File: src/rtl/div_iter_u32.sv
// Multi-cycle unsigned radix-2 restoring divider.
// Accepts one operation at a time while idle and returns {quotient, remainder}
// with a one-cycle m_valid pulse after a fixed WIDTH-step latency. A zero
// divisor bypasses the iteration and returns {all-ones, dividend}.
module div_iter_u32 #(
  parameter int WIDTH = 32
) (
  input  logic               clk,
  input  logic               rst_n,
  input  logic               s_valid,
  output logic               s_ready,
  input  logic [WIDTH-1:0]   dividend,
  input  logic [WIDTH-1:0]   divisor,
  output logic               m_valid,
  output logic [2*WIDTH-1:0] m_data,
  output logic               busy
);

  localparam int CW = (WIDTH > 1) ? $clog2(WIDTH) : 1;

  typedef enum logic [1:0] {
    IDLE,
    CALC,
    DONE
  } state_t;

  state_t           state_q;
  state_t           state_d;
  logic [WIDTH-1:0] divisor_q;
  logic [WIDTH:0]   rem_q;
  logic [WIDTH-1:0] quo_q;
  logic [CW-1:0]    count_q;

  logic [WIDTH:0]   rem_shift;
  logic [WIDTH:0]   trial;
  logic [WIDTH:0]   rem_next;
  logic [WIDTH-1:0] quo_next;
  logic             last_step;
  logic             accept;

  assign s_ready   = (state_q == IDLE);
  assign busy      = (state_q != IDLE);
  assign accept    = s_valid && (state_q == IDLE);
  assign last_step = (count_q == CW'(WIDTH - 1));

  // One restoring step: shift {rem, quo} left, try subtracting the divisor,
  // keep the difference only when it did not go negative.
  always_comb begin
    rem_shift = {rem_q[WIDTH-1:0], quo_q[WIDTH-1]};
    trial     = rem_shift - {1'b0, divisor_q};
    rem_next  = trial[WIDTH] ? rem_shift : trial;
    quo_next  = {quo_q[WIDTH-2:0], ~trial[WIDTH]};
  end

  // State register.
  always_ff @(posedge clk or negedge rst_n) begin
    // NOTE: sequential state uses non-blocking assignments so every register
    // samples pre-edge values regardless of statement order.
    if (!rst_n) state_q <= IDLE;
    else        state_q <= state_d;
  end

  // Next-state logic. DONE is left only once the result pulse has been shown;
  // the divide-by-zero path enters DONE with m_valid still low and raises it
  // on the following edge.
  always_comb begin
    // NOTE: default first so no path through the case leaves state_d unassigned
    // (which would infer a latch).
    state_d = state_q;
    case (state_q)
      IDLE: if (accept) state_d = (divisor == '0) ? DONE : CALC;
      CALC: if (last_step) state_d = DONE;
      DONE: if (m_valid) state_d = IDLE;
      default: state_d = IDLE;
    endcase
  end

  // Datapath: operand capture on accept, iteration in CALC, result presentation.
  always_ff @(posedge clk or negedge rst_n) begin
    if (!rst_n) begin
      divisor_q <= '0;
      rem_q     <= '0;
      quo_q     <= '0;
      count_q   <= '0;
      m_valid   <= 1'b0;
      m_data    <= '0;
    end else begin
      case (state_q)
        IDLE: begin
          if (accept) begin
            divisor_q <= divisor;
            quo_q     <= dividend;
            rem_q     <= '0;
            count_q   <= '0;
          end
        end
        CALC: begin
          rem_q   <= rem_next;
          quo_q   <= quo_next;
          count_q <= count_q + 1'b1;
          if (last_step) begin
            m_valid <= 1'b1;
            m_data  <= {quo_next, rem_next[WIDTH-1:0]};
          end
        end
        DONE: begin
          if (m_valid) begin
            m_valid <= 1'b0;
          end else begin
            // Divide by zero: quotient all-ones, remainder is the dividend
            // captured in the quotient register at accept.
            m_valid <= 1'b1;
            m_data  <= {{WIDTH{1'b1}}, quo_q};
          end
        end
        default: ;
      endcase
    end
  end

endmodule

File: config.mk
export PLATFORM = sky130hd
export DESIGN_NAME = div_iter_u32
export DESIGN_NICKNAME = d
export VERILOG_FILES = /design/src/rtl/div_iter_u32.sv
export SDC_FILE = /design/constraint.sdc
export NUM_CORES = 1
export LEC_CHECK = 0
export CAP_MARGIN = 20
export CORE_MARGIN = 3
export CORE_UTILIZATION = 55
export DETAILED_ROUTE_END_ITERATION = 8
export GPL_ROUTABILITY_DRIVEN = 0
export GPL_TIMING_DRIVEN = 0
export PLACE_DENSITY_LB_ADDON = 0.12
export SYNTH_ARGS = -nofsm -noshare
export SYNTH_HDL_FRONTEND = slang
export SYNTH_SLANG_ARGS = --single-unit
export TNS_END_PERCENT = 50
File: constraint.sdc
create_clock -name clk -period 3.8 [get_ports clk]
set_input_delay 0.57 -clock clk [delete_from_list [all_inputs] [get_ports clk]]
set_output_delay 0.57 -clock clk [all_outputs]
set_load 0.02 [all_outputs]
* Word level (Yosys, flattened, before mapping)
Index checks and enable logic that the tools add are counted.
** Cells by class
- Bitwise gates (word level) :: 1
- Equal/unequal tests :: 7
- Muxes and demuxes :: 18
- $add $sub $neg :: 2
- Reduce and logical (&&, ||, !) cells :: 11
** Operators by type and width (number)
- 2-to-1 mux 64 bit :: 2
- case mux 32 bit (2 select lines) :: 2
- case mux 64 bit (2 select lines) :: 1
- 2-to-1 mux 32 bit :: 3
- subtractor 33 x 32 -> 33 bit :: 1
- logical NOT 32 bit :: 1
- case mux 5 bit (2 select lines) :: 1
- 2-to-1 mux 2 bit :: 4
- != test 2 bit (second input constant) :: 3
- case mux 2 bit (3 select lines) :: 1
- AND reduction 2 bit :: 3
- AND reduction 3 bit :: 2
- nonzero test 2 bit :: 3
- adder 5 x 1 -> 5 bit (second input constant) :: 1
- == test 5 bit (second input constant) :: 1
- 2-to-1 mux 5 bit :: 1
- == test 2 x 1 -> 1 bit (second input constant) :: 1
- == test 2 bit (second input constant) :: 1
- logical NOT 2 bit :: 1
- 2-to-1 mux 1 bit :: 2
- != test 2 x 1 -> 1 bit (second input constant) :: 1
- case mux 1 bit (2 select lines) :: 1
- logical AND 1 bit :: 1
- inverter 1 bit :: 1
** Word-level totals
- Bits in registers :: 168
- Logic and storage cells :: 46
- Output and inout bits :: 67
- Input port bits :: 67

* Depth between registers and ports, before layout
- Word-level depth :: 4
- Depth in mapped cells :: 13
- Gate-level depth less buffers :: 12

* Worst setup path before layout
No wires, ideal clock.
- Path type :: register -> register
- From :: register quo_q[31]
- To :: register m_data[26]
- Clock period less this slack :: 2612 ps
- Library setup time :: 82 ps
- Stages on the path, launching flop included :: 13
- Path buffers :: 0
- Slack :: 1188 ps
- Arrival :: 2530 ps
- Required time :: 3718 ps
- Cell sequence :: dfrtp_1 -> inv_1 -> ha_1 -> fa_1 -> nand2b_1 -> a21oi_1 -> o21ai_0 -> a21oi_1 -> a21oi_1 -> o311ai_0 -> xnor2_1 -> nand2_1 -> a31oi_1
** On the way
- Cells in the longest elaborated chain, start to end :: 4
** RTL lines
- start, declared :: line 31 : logic [WIDTH-1:0] quo_q;
- start signal, assigned :: line 92 : quo_q <= dividend;
- start signal, assigned :: line 99 : quo_q <= quo_next;
- subtractor 33 x 32 -> 33 bit :: line 50 : trial = rem_shift - {1'b0, divisor_q};
- 2-to-1 mux 32 bit :: line 51 : rem_next = trial[WIDTH] ? rem_shift : trial;
- 2-to-1 mux 64 bit :: line 101 : if (last_step) begin
- case mux 64 bit (2 select lines) :: line 88 : case (state_q)
- end signal, assigned :: line 103 : m_data <= {quo_next, rem_next[WIDTH-1:0]};
- end signal, assigned :: line 113 : m_data <= {{WIDTH{1'b1}}, quo_q};
- end, declared :: line 15 : output logic [2*WIDTH-1:0] m_data,
No other way between the ends. The select of a mux whose other input is x is not followed.
A chain may end at the register's enable or synchronous reset.

* Worst setup path after layout
- From :: register quo_q[31]
- To :: register m_data[23]
Same word-level chain as after synthesis.

==> metrics.yaml <==
outcome:
  status: "finished clean"
grt:
  grt_pass1_wl_um: 44600
  overflow: 0
  grt_max_degree: 102
  antenna_found_initial: 0
  track_usage_pct: 30.8
  grt_pass1_vias: 8337
critical_path:
  worst-setup-path-type: "reg2reg"
  arrival_ns: 3.69
  start_kind: "register"
  crit_fanout: 10
  worstPathRequired_ns: 4.09
  worst_setup_path_end_kind: "register"
finish:
  regArea_mm2: 0.00420
  drive_gt1_share_pct: 5.88
  multi_input_area_mm2: 0.00468
  area_growth_pct: 23.8
  n_fill_cell: 1305
  fin_area_mm2: 0.0115
  fin_nets: 1298
  final_util_pct: 71.1
  final_cell_count_no_fill: 1424
  antenna_cells: 0
floorplanning:
  start_util_pct: 57.4
  die_w_um: 136
  rows: 46
  die_y_um: 136
  die-area_mm2: 0.0185
  core_area_mm2: 0.0162
  ios: 134
synth:
  async_flop_share_pct: 100
  ys_ff_latch: 168
  syn_area_mm2: 0.00932
  netlist_instances: 1043
  synth_edf_count: 0
  synth_area_per_cell_um2: 8.94
  yosysWarnings: 0
  synth_nets: 1145
  ys_seq_area_share_pct: 45.1
  yosysUniqueCellTypes: 65
  yosys_most_used_dff: "dfrtp_1"
sta:
  worstMarginPinSlew_ns: 0.988
  period_share_pct: 89.5
  relSlewSlack_pct: 34.0
  setup_viol_count_final: 0
  hold_slack_ns: 0.0912
  drv_slew: 0
  period_minus_slack_ns: 3.40
  hold_violations: 0
  rsz0062_at_grt: "no"
  max_freq_ghz: 0.294
  skew_ns: 0.00736
routing:
  drtIter0Drc: 925
  drtPass1Iterations: 5
  wl_per_cell_um: 19.9
  vias: 8962
  drtAntennaViolNets: 0
  route.detailed.drc: 0
  vias_per_cell: 6.29
  drt_wl_total_um: 28300
cts:
  htree_levels: 4
  cts_hold_buf: 0
  cts_setup_buffers: 0
  cts_sinks: 168
  clkTransAtPathRegs_ns: 0.07
  cts_tree: "yes"
  cts_resized: 0
  clock_latency_ns: 0.43
  cts_buffers: 17
  cts.path.max_buffers: 2
  cts_root_buf: "clkbuf_16"
placed_design:
  port_buffers: 133
  dp_hpwl_um: 20700
  postPlaceCellArea_mm2: 0.0110
  dp_cells: 1393
job:
  drv.max_cap_violation_count: 0
worst_hold_path:
  hold_class: "in2async"
[stage by stage]
stage	setup TNS (ns)	setup WS (ns)
final	0	0.399
after global routing	0	0.202
after CTS	0	0.474
after detailed placement	0	0.522
after global placement	-809.81	-4.84
after floorplan	0	1.19
[path summary, 6_finish.rpt]
path / start / end / slack (ns) / cells after the start
hold reg to reg: m_data[44] / m_data[44] / 0.49 / 1
min in group clk: m_data[44] / m_data[44] / 0.49 / 1
setup reg to reg: quo_q[31] / m_data[23] / 0.40 / 12
hold / removal: rst_n / divisor_q[5] / 0.09 / 1
setup / recovery: quo_q[31] / m_data[23] / 0.40 / 12
max in group asynchronous: rst_n / m_data[22] / 2.81 / 2
[cell usage in the layout, fill, tap and decap left out, types with 9 or more instances in the layout]
master,count
a21oi_2,11
o22a_1,32
clkbuf_1,55
clkbuf_16,17
a31oi_1,42
ha_1,34
o21ai_1,29
a221oi_1,16
dfrtp_1,168
or3_1,19
nor2_1,74
nand2_1,146
xor2_1,15
inv_1,38
nor4_1,9
and3_1,12
nand3_1,37
xnor2_1,13
a21oi_1,73
clkdlybuf4s50_1,132
a21o_1,10
o21ai_0,84
[cell usage after synthesis (all sizes together), types with 2 or more instances]
cell | number | area [µm²]
o22a | 32 | 280
mux2i | 8 | 80.1
xor2 | 15 | 131
a221oi | 17 | 166
o21ai | 114 | 574
o21a | 5 | 37.5
nand2b | 6 | 37.5
a211o | 3 | 26.3
and3 | 14 | 97.6
clkbuf | 54 | 203
and2 | 9 | 58.8
a31oi | 42 | 263
or3 | 19 | 119
o211ai | 5 | 51.3
o41ai | 2 | 25.0
nor4 | 10 | 68.8
nor2 | 74 | 278
a211oi | 7 | 65.1
a22oi | 5 | 37.5
nor2b | 7 | 43.8
and4 | 2 | 17.5
o22ai | 5 | 31.3
xnor2 | 13 | 114
a21o | 10 | 75.1
ha | 34 | 425
o21bai | 4 | 30.0
dfrtp | 168 | 4200
a21oi | 84 | 462
a221o | 6 | 60.1
nand3 | 37 | 185
nand2 | 148 | 561
nor3 | 6 | 30.0
inv | 38 | 143
a21bo | 3 | 30.0
nand4 | 9 | 62.6
buf | 14 | 97.6
[sequential cells by signal, summed over array words and instances (netlist names)]
signal / count
m_valid: 1
m_data: 64
quo_q: 32
divisor_q: 32
state_q: 2
count_q: 5
rem_q: 32
[final cells by class]
cell class / count / share of cell area [%]
buffer: 68 / 2.60
clock buffer: 19 / 3.84
clock inverter: 12 / 1.20
inverter: 38 / 1.24
multi-input combinational: 769 / 40.5
sequential: 168 / 36.4
tap: 216 / 2.34
timing repair buffer: 134 / 11.8
[cell families (layout without fill, tap and decap cells)]
kind of cell | count (synthesis) | after routing | synth area share [%]
flops | 168 | 168 | 45.1
buf+inv | 106 | 271 | 4.75
xor+xnor | 28 | 28 | 2.63
fa+ha+maj | 35 | 35 | 4.78
simple gates | 342 | 342 | 16.8
mux | 9 | 9 | 0.980
compound gates | 355 | 355 | 25.0
[layer usage]
layer,up-vias,track usage [%],wire [µm]
li1,4073,-,-
met1,4358,44.4,12100
met2,451,48.6,13300
met3,80,3.85,2060
met4,0,10.3,875
met5,-,0,0
[worst max-delay path: stages (launching register included)]
cell	delay [ns]
dfrtp_1	0.37
inv_1	0.12
ha_1	0.25
fa_1	0.41
nand2b_1	0.19
a21oi_1	0.30
o211ai_1	0.23
nand4_2	0.20
and3_4	0.24
a211o_1	0.23
buf_6	0.20
mux2i_1	0.39
a21oi_1	0.13
Power is not shown: default switching activity piles up to over one toggle a cycle in this logic, so the estimate is an artifact.
